$ cat src/rtl/rr_decode_arbiter_if.sv
// Request/grant bundle between the requesting masters and the round-robin
// decode arbiter. The master side drives requests and completion. The slave
// side (the arbiter) drives the decoder index/enable, the one-hot select and
// the status flags.
interface rr_decode_arbiter_if #(
  parameter int unsigned N    = 16,
  parameter int unsigned IDXW = 4
);
  logic [N-1:0]    req;
  logic            done;
  logic [IDXW-1:0] gnt_idx;
  logic            gnt_en;
  logic [N-1:0]    gnt_onehot;
  logic            busy;
  logic            timeout;

  modport master (
    output req, done,
    input  gnt_idx, gnt_en, gnt_onehot, busy, timeout
  );

  modport slave (
    input  req, done,
    output gnt_idx, gnt_en, gnt_onehot, busy, timeout
  );
endinterface

$ cat src/rtl/rr_decode_arbiter.sv
// Round-robin arbiter that feeds a downstream N-way decoder.
// - Drives the winner's index and an enable into the decoder.
// - Also drives a registered one-hot select.
// - A grant is held until the owner signals done or drops its request.
// - Every grant is followed by one dead RELEASE cycle with the enable low.
// Optional macro ARB_TIMEOUT_EN adds a saturating hold counter that forcibly
// revokes a grant after TIMEOUT cycles; without it, timeout is tied to 0.
module rr_decode_arbiter #(
  parameter int unsigned N       = 16,
  parameter int unsigned IDXW    = 4,
  parameter int unsigned TIMEOUT = 255
) (
  input  logic               clk,
  input  logic               rst,
  rr_decode_arbiter_if.slave bus
);

  if (N < 2 || N > 16 || (1 << IDXW) != N) begin : g_bad_size
    $error("rr_decode_arbiter: N must be a power of two in 2..16 and IDXW = log2(N)");
  end
  if (TIMEOUT < 1 || TIMEOUT > 65535) begin : g_bad_timeout
    $error("rr_decode_arbiter: TIMEOUT must be in 1..65535");
  end

  typedef enum logic [1:0] {
    IDLE,
    GRANT,
    RELEASE
  } state_t;

  state_t          state;
  logic [IDXW-1:0] ptr;
  logic [IDXW-1:0] gnt_idx_q;
  logic            gnt_en_q;
  logic [N-1:0]    gnt_onehot_q;
  logic            busy_q;
  logic            timeout_q;

  logic [IDXW-1:0] winner;
  logic [IDXW-1:0] cand;
  logic            any_req;
  logic            exit_req;

  // Rotating priority search: first requester at or after ptr, wrapping mod N.
  always_comb begin
    winner  = '0;
    cand    = '0;
    any_req = 1'b0;
    for (int unsigned k = 0; k < N; k++) begin
      cand = ptr + IDXW'(k);
      if (!any_req && bus.req[cand]) begin
        winner  = cand;
        any_req = 1'b1;
      end
    end
  end

  // The owner finishing or withdrawing its request both end the grant.
  always_comb begin
    exit_req = bus.done || !bus.req[gnt_idx_q];
  end

`ifdef ARB_TIMEOUT_EN
  logic [15:0] hold_cnt;
  logic [15:0] hold_next;
  logic        expire;

  // The count including the current GRANT cycle. It saturates at all-ones.
  always_comb begin
    hold_next = (hold_cnt == '1) ? hold_cnt : hold_cnt + 16'd1;
    expire    = (hold_next == 16'(TIMEOUT));
  end
`endif

  // Arbitration FSM with registered decoder-facing outputs.
  always_ff @(posedge clk or posedge rst) begin
    if (rst) begin
      state        <= IDLE;
      ptr          <= '0;
      gnt_idx_q    <= '0;
      gnt_en_q     <= 1'b0;
      gnt_onehot_q <= '0;
      busy_q       <= 1'b0;
      timeout_q    <= 1'b0;
`ifdef ARB_TIMEOUT_EN
      hold_cnt     <= '0;
`endif
    end else begin
      timeout_q <= 1'b0;
      case (state)
        IDLE: begin
          if (any_req) begin
            gnt_idx_q    <= winner;
            gnt_en_q     <= 1'b1;
            gnt_onehot_q <= N'(1) << winner;
            busy_q       <= 1'b1;
            state        <= GRANT;
`ifdef ARB_TIMEOUT_EN
            hold_cnt     <= '0;
`endif
          end
        end
        GRANT: begin
          if (exit_req) begin
            gnt_en_q     <= 1'b0;
            gnt_onehot_q <= '0;
            ptr          <= gnt_idx_q + IDXW'(1);
            state        <= RELEASE;
`ifdef ARB_TIMEOUT_EN
          end else if (expire) begin
            // A forced revoke takes the normal exit path but raises the timeout flag.
            gnt_en_q     <= 1'b0;
            gnt_onehot_q <= '0;
            ptr          <= gnt_idx_q + IDXW'(1);
            state        <= RELEASE;
            timeout_q    <= 1'b1;
          end else begin
            hold_cnt     <= hold_next;
`endif
          end
        end
        RELEASE: begin
          busy_q <= 1'b0;
          state  <= IDLE;
        end
        default: begin
          gnt_en_q     <= 1'b0;
          gnt_onehot_q <= '0;
          busy_q       <= 1'b0;
          state        <= IDLE;
        end
      endcase
    end
  end

  assign bus.gnt_idx    = gnt_idx_q;
  assign bus.gnt_en     = gnt_en_q;
  assign bus.gnt_onehot = gnt_onehot_q;
  assign bus.busy       = busy_q;
  assign bus.timeout    = timeout_q;

  a_onehot_select: assert property (@(posedge clk) disable iff (rst)
    $onehot0(gnt_onehot_q) && ((gnt_onehot_q != '0) == gnt_en_q));

  a_select_matches_idx: assert property (@(posedge clk) disable iff (rst)
    gnt_en_q |-> (gnt_onehot_q == (N'(1) << gnt_idx_q)));

endmodule
$ cat src/flat_wrapper.sv
// flat-port wrapper written by rule: the top's interface ports become plain ports
module rr_decode_arbiter_flat 
#(
  parameter int unsigned N       = 16,
  parameter int unsigned IDXW    = 4,
  parameter int unsigned TIMEOUT = 255
)
  (clk, rst, bus_req, bus_done, bus_gnt_idx, bus_gnt_en, bus_gnt_onehot, bus_busy, bus_timeout);
  rr_decode_arbiter_if #(.N(N), .IDXW(IDXW)) bus_i ();
  input  logic clk;
  input  logic rst;
  input wire logic [$bits(bus_i.req)-1:0] bus_req;
  input wire logic [$bits(bus_i.done)-1:0] bus_done;
  output wire logic [$bits(bus_i.gnt_idx)-1:0] bus_gnt_idx;
  output wire logic [$bits(bus_i.gnt_en)-1:0] bus_gnt_en;
  output wire logic [$bits(bus_i.gnt_onehot)-1:0] bus_gnt_onehot;
  output wire logic [$bits(bus_i.busy)-1:0] bus_busy;
  output wire logic [$bits(bus_i.timeout)-1:0] bus_timeout;
  assign bus_i.req = bus_req;
  assign bus_i.done = bus_done;
  assign bus_gnt_idx = bus_i.gnt_idx;
  assign bus_gnt_en = bus_i.gnt_en;
  assign bus_gnt_onehot = bus_i.gnt_onehot;
  assign bus_busy = bus_i.busy;
  assign bus_timeout = bus_i.timeout;
  rr_decode_arbiter #(.N(N), .IDXW(IDXW), .TIMEOUT(TIMEOUT)) u_core (.clk(clk), .rst(rst), .bus(bus_i));
endmodule
$ cat config.mk
export PLATFORM = sky130hd
export DESIGN_NAME = rr_decode_arbiter_flat
export DESIGN_NICKNAME = d
export VERILOG_FILES = /design/src/rtl/rr_decode_arbiter_if.sv /design/src/rtl/rr_decode_arbiter.sv /design/src/flat_wrapper.sv
export SDC_FILE = /design/constraint.sdc
export NUM_CORES = 1
export LEC_CHECK = 0
export CORE_UTILIZATION = 35
export DETAILED_ROUTE_END_ITERATION = 6
export GPL_TIMING_DRIVEN = 0
export SKIP_LAST_GASP = 1
export SLEW_MARGIN = 20
export SYNTH_ARGS = -nofsm -noshare
export SYNTH_HDL_FRONTEND = slang
export SYNTH_SLANG_ARGS = --single-unit
$ cat constraint.sdc
create_clock -name clk -period 13.65 [get_ports clk]
set_input_delay 2.73 -clock clk [delete_from_list [all_inputs] [get_ports clk]]
set_output_delay 2.73 -clock clk [all_outputs]
set_load 0.005 [all_outputs]
# ---- Word-level counts from Yosys, hierarchy flattened
# Cells that the tools add are included.
dict set report word_totals {
  regBits 28
  output_inout_bits 23
  word_cells 160
}
dict set report classes {
  addsub 16
  magnitude_cmp 17
  n_eq_ne 4
  n_shift 1
  n_mux 76
  n_bitwise 2
  n_reduce_logical 38
}
# operator count
set op_table {}
lappend op_table {{< comparator 4 x 5 -> 1 bit (second input constant)} 17}
lappend op_table {{binary-select mux 1 bit (select 4 bit)} 17}
lappend op_table {{2-to-1 mux 4 bit} 16}
lappend op_table {{case mux 16 bit (3 select lines)} 1}
lappend op_table {{2-to-1 mux 1 bit} 35}
lappend op_table {{adder 4 bit (second input constant)} 8}
lappend op_table {{2-to-1 mux 16 bit} 2}
lappend op_table {{adder 4 x 3 -> 4 bit (second input constant)} 4}
lappend op_table {{zero test 1 bit} 16}
lappend op_table {{<< shifter 1 x 4 -> 16 bit (first input constant)} 1}
lappend op_table {{logical AND 1 bit} 15}
lappend op_table {{adder 4 x 1 -> 4 bit (second input constant)} 2}
lappend op_table {{adder 4 x 2 -> 4 bit (second input constant)} 2}
lappend op_table {{AND reduction 2 bit} 4}
lappend op_table {{2-to-1 mux 2 bit} 2}
lappend op_table {{inequality test 2 x 1 -> 1 bit (second input constant)} 2}
lappend op_table {{case mux 2 bit (2 select lines)} 1}
lappend op_table {{case mux 1 bit (3 select lines)} 1}
lappend op_table {{AND reduction 3 bit} 1}
lappend op_table {{== test 2 x 1 -> 1 bit (second input constant)} 1}
lappend op_table {{== test 2 bit (second input constant)} 1}
lappend op_table {{zero test 2 bit} 1}
lappend op_table {{NOT 1 bit} 2}
lappend op_table {{case mux 1 bit (2 select lines)} 1}
lappend op_table {{logical OR 1 bit} 1}

# ---- Logic depth before layout (Yosys ltp)
dict set report depth {
  word_depth 51
  mapped_depth 19
  depth_no_buf 11
}

# ---- Least setup slack after synthesis
# OpenSTA, ideal clock, no wires.
dict set report synth_timing {
  path_type {in2reg}
  startpoint {input port bus_req[5]}
  endpoint {register u_core.gnt_onehot_q[2], in the netlist u_core.bus.gnt_onehot[2]}
  arrival_time_ns 5.420
  path_slack_ns 8.120
  cell_stages 8
  n_path_buf 1
  cell_sequence {mux4_2 > mux4_2 > nand4bb_1 > buf_6 > or3_4 > or3_1 > o211a_4 > o41ai_1}
}
dict set report synth_between {
  elab_chain_len 51
}
# element line
set synth_rtl {}
lappend synth_rtl {{start: declaration} flat_wrapper.sv:12} ;# input wire logic [$bits(bus_i.req)-1:0] bus_req;
lappend synth_rtl {{binary-select mux 1 bit (select 4 bit)} rr_decode_arbiter.sv:51} ;# if (!any_req && bus.req[cand]) begin
lappend synth_rtl {{2-to-1 mux 1 bit (not written as such)} rr_decode_arbiter.sv:51}
lappend synth_rtl {{2-to-1 mux 1 bit} rr_decode_arbiter.sv:51}
lappend synth_rtl {{zero test 1 bit} rr_decode_arbiter.sv:51}
lappend synth_rtl {{logical AND 1 bit} rr_decode_arbiter.sv:51}
lappend synth_rtl {{2-to-1 mux 1 bit} rr_decode_arbiter.sv:51}
lappend synth_rtl {{zero test 1 bit} rr_decode_arbiter.sv:51}
lappend synth_rtl {{logical AND 1 bit} rr_decode_arbiter.sv:51}
lappend synth_rtl {{[... 35 more ...]} -}
lappend synth_rtl {{logical AND 1 bit} rr_decode_arbiter.sv:51}
lappend synth_rtl {{2-to-1 mux 1 bit} rr_decode_arbiter.sv:51}
lappend synth_rtl {{zero test 1 bit} rr_decode_arbiter.sv:51}
lappend synth_rtl {{logical AND 1 bit} rr_decode_arbiter.sv:51}
lappend synth_rtl {{2-to-1 mux 4 bit} rr_decode_arbiter.sv:51}
lappend synth_rtl {{<< shifter 1 x 4 -> 16 bit} rr_decode_arbiter.sv:95} ;# gnt_onehot_q <= N'(1) << winner;
lappend synth_rtl {{2-to-1 mux 16 bit} rr_decode_arbiter.sv:92} ;# if (any_req) begin
lappend synth_rtl {{case mux 16 bit (3 select lines)} rr_decode_arbiter.sv:90} ;# case (state)
lappend synth_rtl {{end signal: assignment} rr_decode_arbiter.sv:95}
lappend synth_rtl {{end: declaration} rr_decode_arbiter.sv:35} ;# logic [N-1:0] gnt_onehot_q;
# Several ways; a longest one is shown, not always the timed one. The select of a mux whose other input is x is not followed.
# A chain may end at the register's enable or synchronous reset.

# ---- Final worst setup path
dict set report layout_timing {
  startpoint {input port bus_req[0]}
  endpoint {register u_core.gnt_onehot_q[1], in the netlist u_core.bus.gnt_onehot[1]}
}
# Same word-level chain as after synthesis.

==> results.ini <==
[drt]
routed_via_density = 6.47
routed_wirelength_um = 12700
num_vias = 3835
drt-pass1-iter-count = 5
drt_iter0_markers = 383
ant_nets = 0
wl_per_cell_um = 21.4
drc = 0

[sta]
final_max_slew_viol_count = 0
hold_violations = 0
tightestPinTransition_ns = 0.855
fmax_mhz = 151
setup_viol = 0
min_period_over_period_pct = 48.6
setup_tns_ns = 0
fin_skew_ns = 0.00375
rsz0062_at_grt = no
whs_ns = 0.488
relSlewSlack_pct = 42.8
period_minus_slack_ns = 6.64

[clocking]
cts_setup_buffers = 0
ctsResizeCount = 0
cts_buffers = 3
cts_max_path_buffers = 2
cts_tree = yes
cts_root_buffer = clkbuf_8
cts-hold-fix-buffers = 0
clk_latency_ns = 0.28
cts_sinks = 28
path_clk_slew_ns = 0.10
cts_htree_levels = 1

[synth]
synth-async-reset-ratio_pct = 100
synthAdderAreaFrac_pct = 2.55
synth_top_family_by_area = multiplexers
yosysMostFrequentCell = nand2_1
avgSynthCellArea_um2 = 9.61
synth-xor-area-share_pct = 3.53
syn_nets = 436
syn-cell-area_um2 = 3930
yosysTopAreaCell = dfrtp_1
synth_seq_cells = 28
yosys_warnings = 0
synth_edf_count = 0
synthTopCellsByArea = dfrtp_1 18%, mux4_2 17%, mux2i_1 8.7%
synthCells = 409
synthSimpleGateAreaFrac_pct = 16.2
synth.distinct_cells = 80
synthTopCellsByCount = 50 x nand2_1, 34 x mux2i_1, 30 x mux4_2
synthFlopType = dfrtp_1
muxShareOfSynthArea_pct = 31.6
synth_compound_area_share_pct = 23.3
synth.top_cell.area_share_pct = 17.8
yosysSeqAreaShare_pct = 17.8

[critical_path]
cpMostUsedCell = mux2i_1
crit_chain = clkdlybuf4s50_1, mux4_2, mux2i_1, mux2i_1, nor3_1, nor4b_2, a21boi_0, o21ai_0, nand3b_1, o41ai_1
cp.arrival_ns = 6.81
crit_required_ns = 13.82
cpPeakStageDelay_ns = 0.63
worstSetupEndpointType = flop
cp-start-kind = input pin
critPathKind = input pin to flop
crit_fanout = 9
cp_slowest_cell = clkdlybuf4s50_1

[outcome]
status = finished, final reports clean

[floorplan]
rows = 38
die_h_um = 108
coreArea_um2 = 10900
start_util_pct = 36.1
die_x_um = 108
dieArea_um2 = 11700
pin_count = 42

[finish]
final_nets = 481
fillers = 1069
antenna_cells = 0
drive_above_1_share_pct = 19.9
area_delta_synth_final_pct = 16.5

[global_routing]
grt_pass1_wl_um = 20200
grt_use_total_pct = 22.3
grt_max_degree = 29
antenna_found_initial = 0
grt_pass1_vias = 3618
grt_overflow = 0

[placed_design]
dp_hpwl_um = 9620
gp_congestion = 0.974
io_buffer_count = 40

[run]
maxCapViolations = 0

[min_path]
hold_path.class = flop to flop

## critical path, delay by kind of cell
family          cells  cell delay (ns)
buf+inv             1             0.63
compound gates      3             0.87
simple gates        3             1.20
mux                 3             1.37
## layout make-up
class / count / area, um2 / area share [%]
Multi-Input combinational cell: 344 / 3040 / 66.3
Sequential cell: 28 / 701 / 15.3
Timing Repair Buffer: 40 / 400 / 8.75
Tap cell: 140 / 175 / 3.83
Buffer: 23 / 141 / 3.09
Inverter: 14 / 52.6 / 1.15
Clock buffer: 3 / 41.3 / 0.902
Clock inverter: 1 / 30.0 / 0.656
## layout by cell type (no fill, tap or decap), drive strengths merged, types with 14 or more instances in the layout
master         instances
mux4                  30
nor2                  20
nand2                 50
mux2i                 37
o41ai                 18
mux2                  14
buf                   18
o21ai                 23
a21oi                 16
dfrtp                 28
clkdlybuf4s50         40
## metrics by stage
stage                     cell area, um2  utilization (%)  cells  setup WS [ns]
after floorplan                     3930                -    409           8.12
after CTS                           4580             42.0    593           7.09
after global placement              4510             41.4    589           6.88
final                               4580             42.0    593           7.01
after global routing                4580             42.0    593           6.78
after detailed placement            4510             41.4    589           6.81
## layer usage
layer,GRT usage (%),up-vias,share of wire [%]
met4,4.99,0,1.8
met3,2.41,21,7.4
li1,-,1705,-
met1,33.0,1901,45
met2,34.7,208,46
met5,0,-,0
## sequential cells by signal (all words and copies together), names as in the netlist
name                   flops
u_core.bus.busy            1
u_core.bus.gnt_en          1
u_core.bus.gnt_idx         4
u_core.bus.gnt_onehot     16
u_core.ptr                 4
u_core.state               2
## cell families after synthesis
kind of cell | count (synthesis)
other | 1
adder cells (fa/ha/maj) | 8
XOR/XNOR | 15
multiplexers | 81
buffers and inverters | 37
AO/OA/AOI/OAI | 115
AND/OR/NAND/NOR | 124
flip-flops | 28
## final timing paths
| kind | cells past startpoint | endpoint | slack, ns | startpoint |
|---|---|---|---|---|
| max reg2reg | 17 | u_core.bus.gnt_onehot[1]$_DFFE_PP0P_ | 7.63 | u_core.ptr[1]$_DFFE_PP0P_ |
| min in group asynchronous | 2 | u_core.bus.gnt_onehot[12]$_DFFE_PP0P_ | 2.83 | rst |
| min | 2 | u_core.bus.gnt_onehot[4]$_DFFE_PP0P_ | 0.49 | u_core.bus.gnt_onehot[4]$_DFFE_PP0P_ |
| max in group asynchronous | 2 | u_core.bus.gnt_onehot[0]$_DFFE_PP0P_ | 10.43 | rst |
| min reg2reg | 2 | u_core.bus.gnt_onehot[4]$_DFFE_PP0P_ | 0.49 | u_core.bus.gnt_onehot[4]$_DFFE_PP0P_ |
| max | 10 | u_core.bus.gnt_onehot[1]$_DFFE_PP0P_ | 7.01 | bus_req[0] |
Power is not shown: default switching activity piles up to over one toggle a cycle in this logic, so the estimate is an artifact.
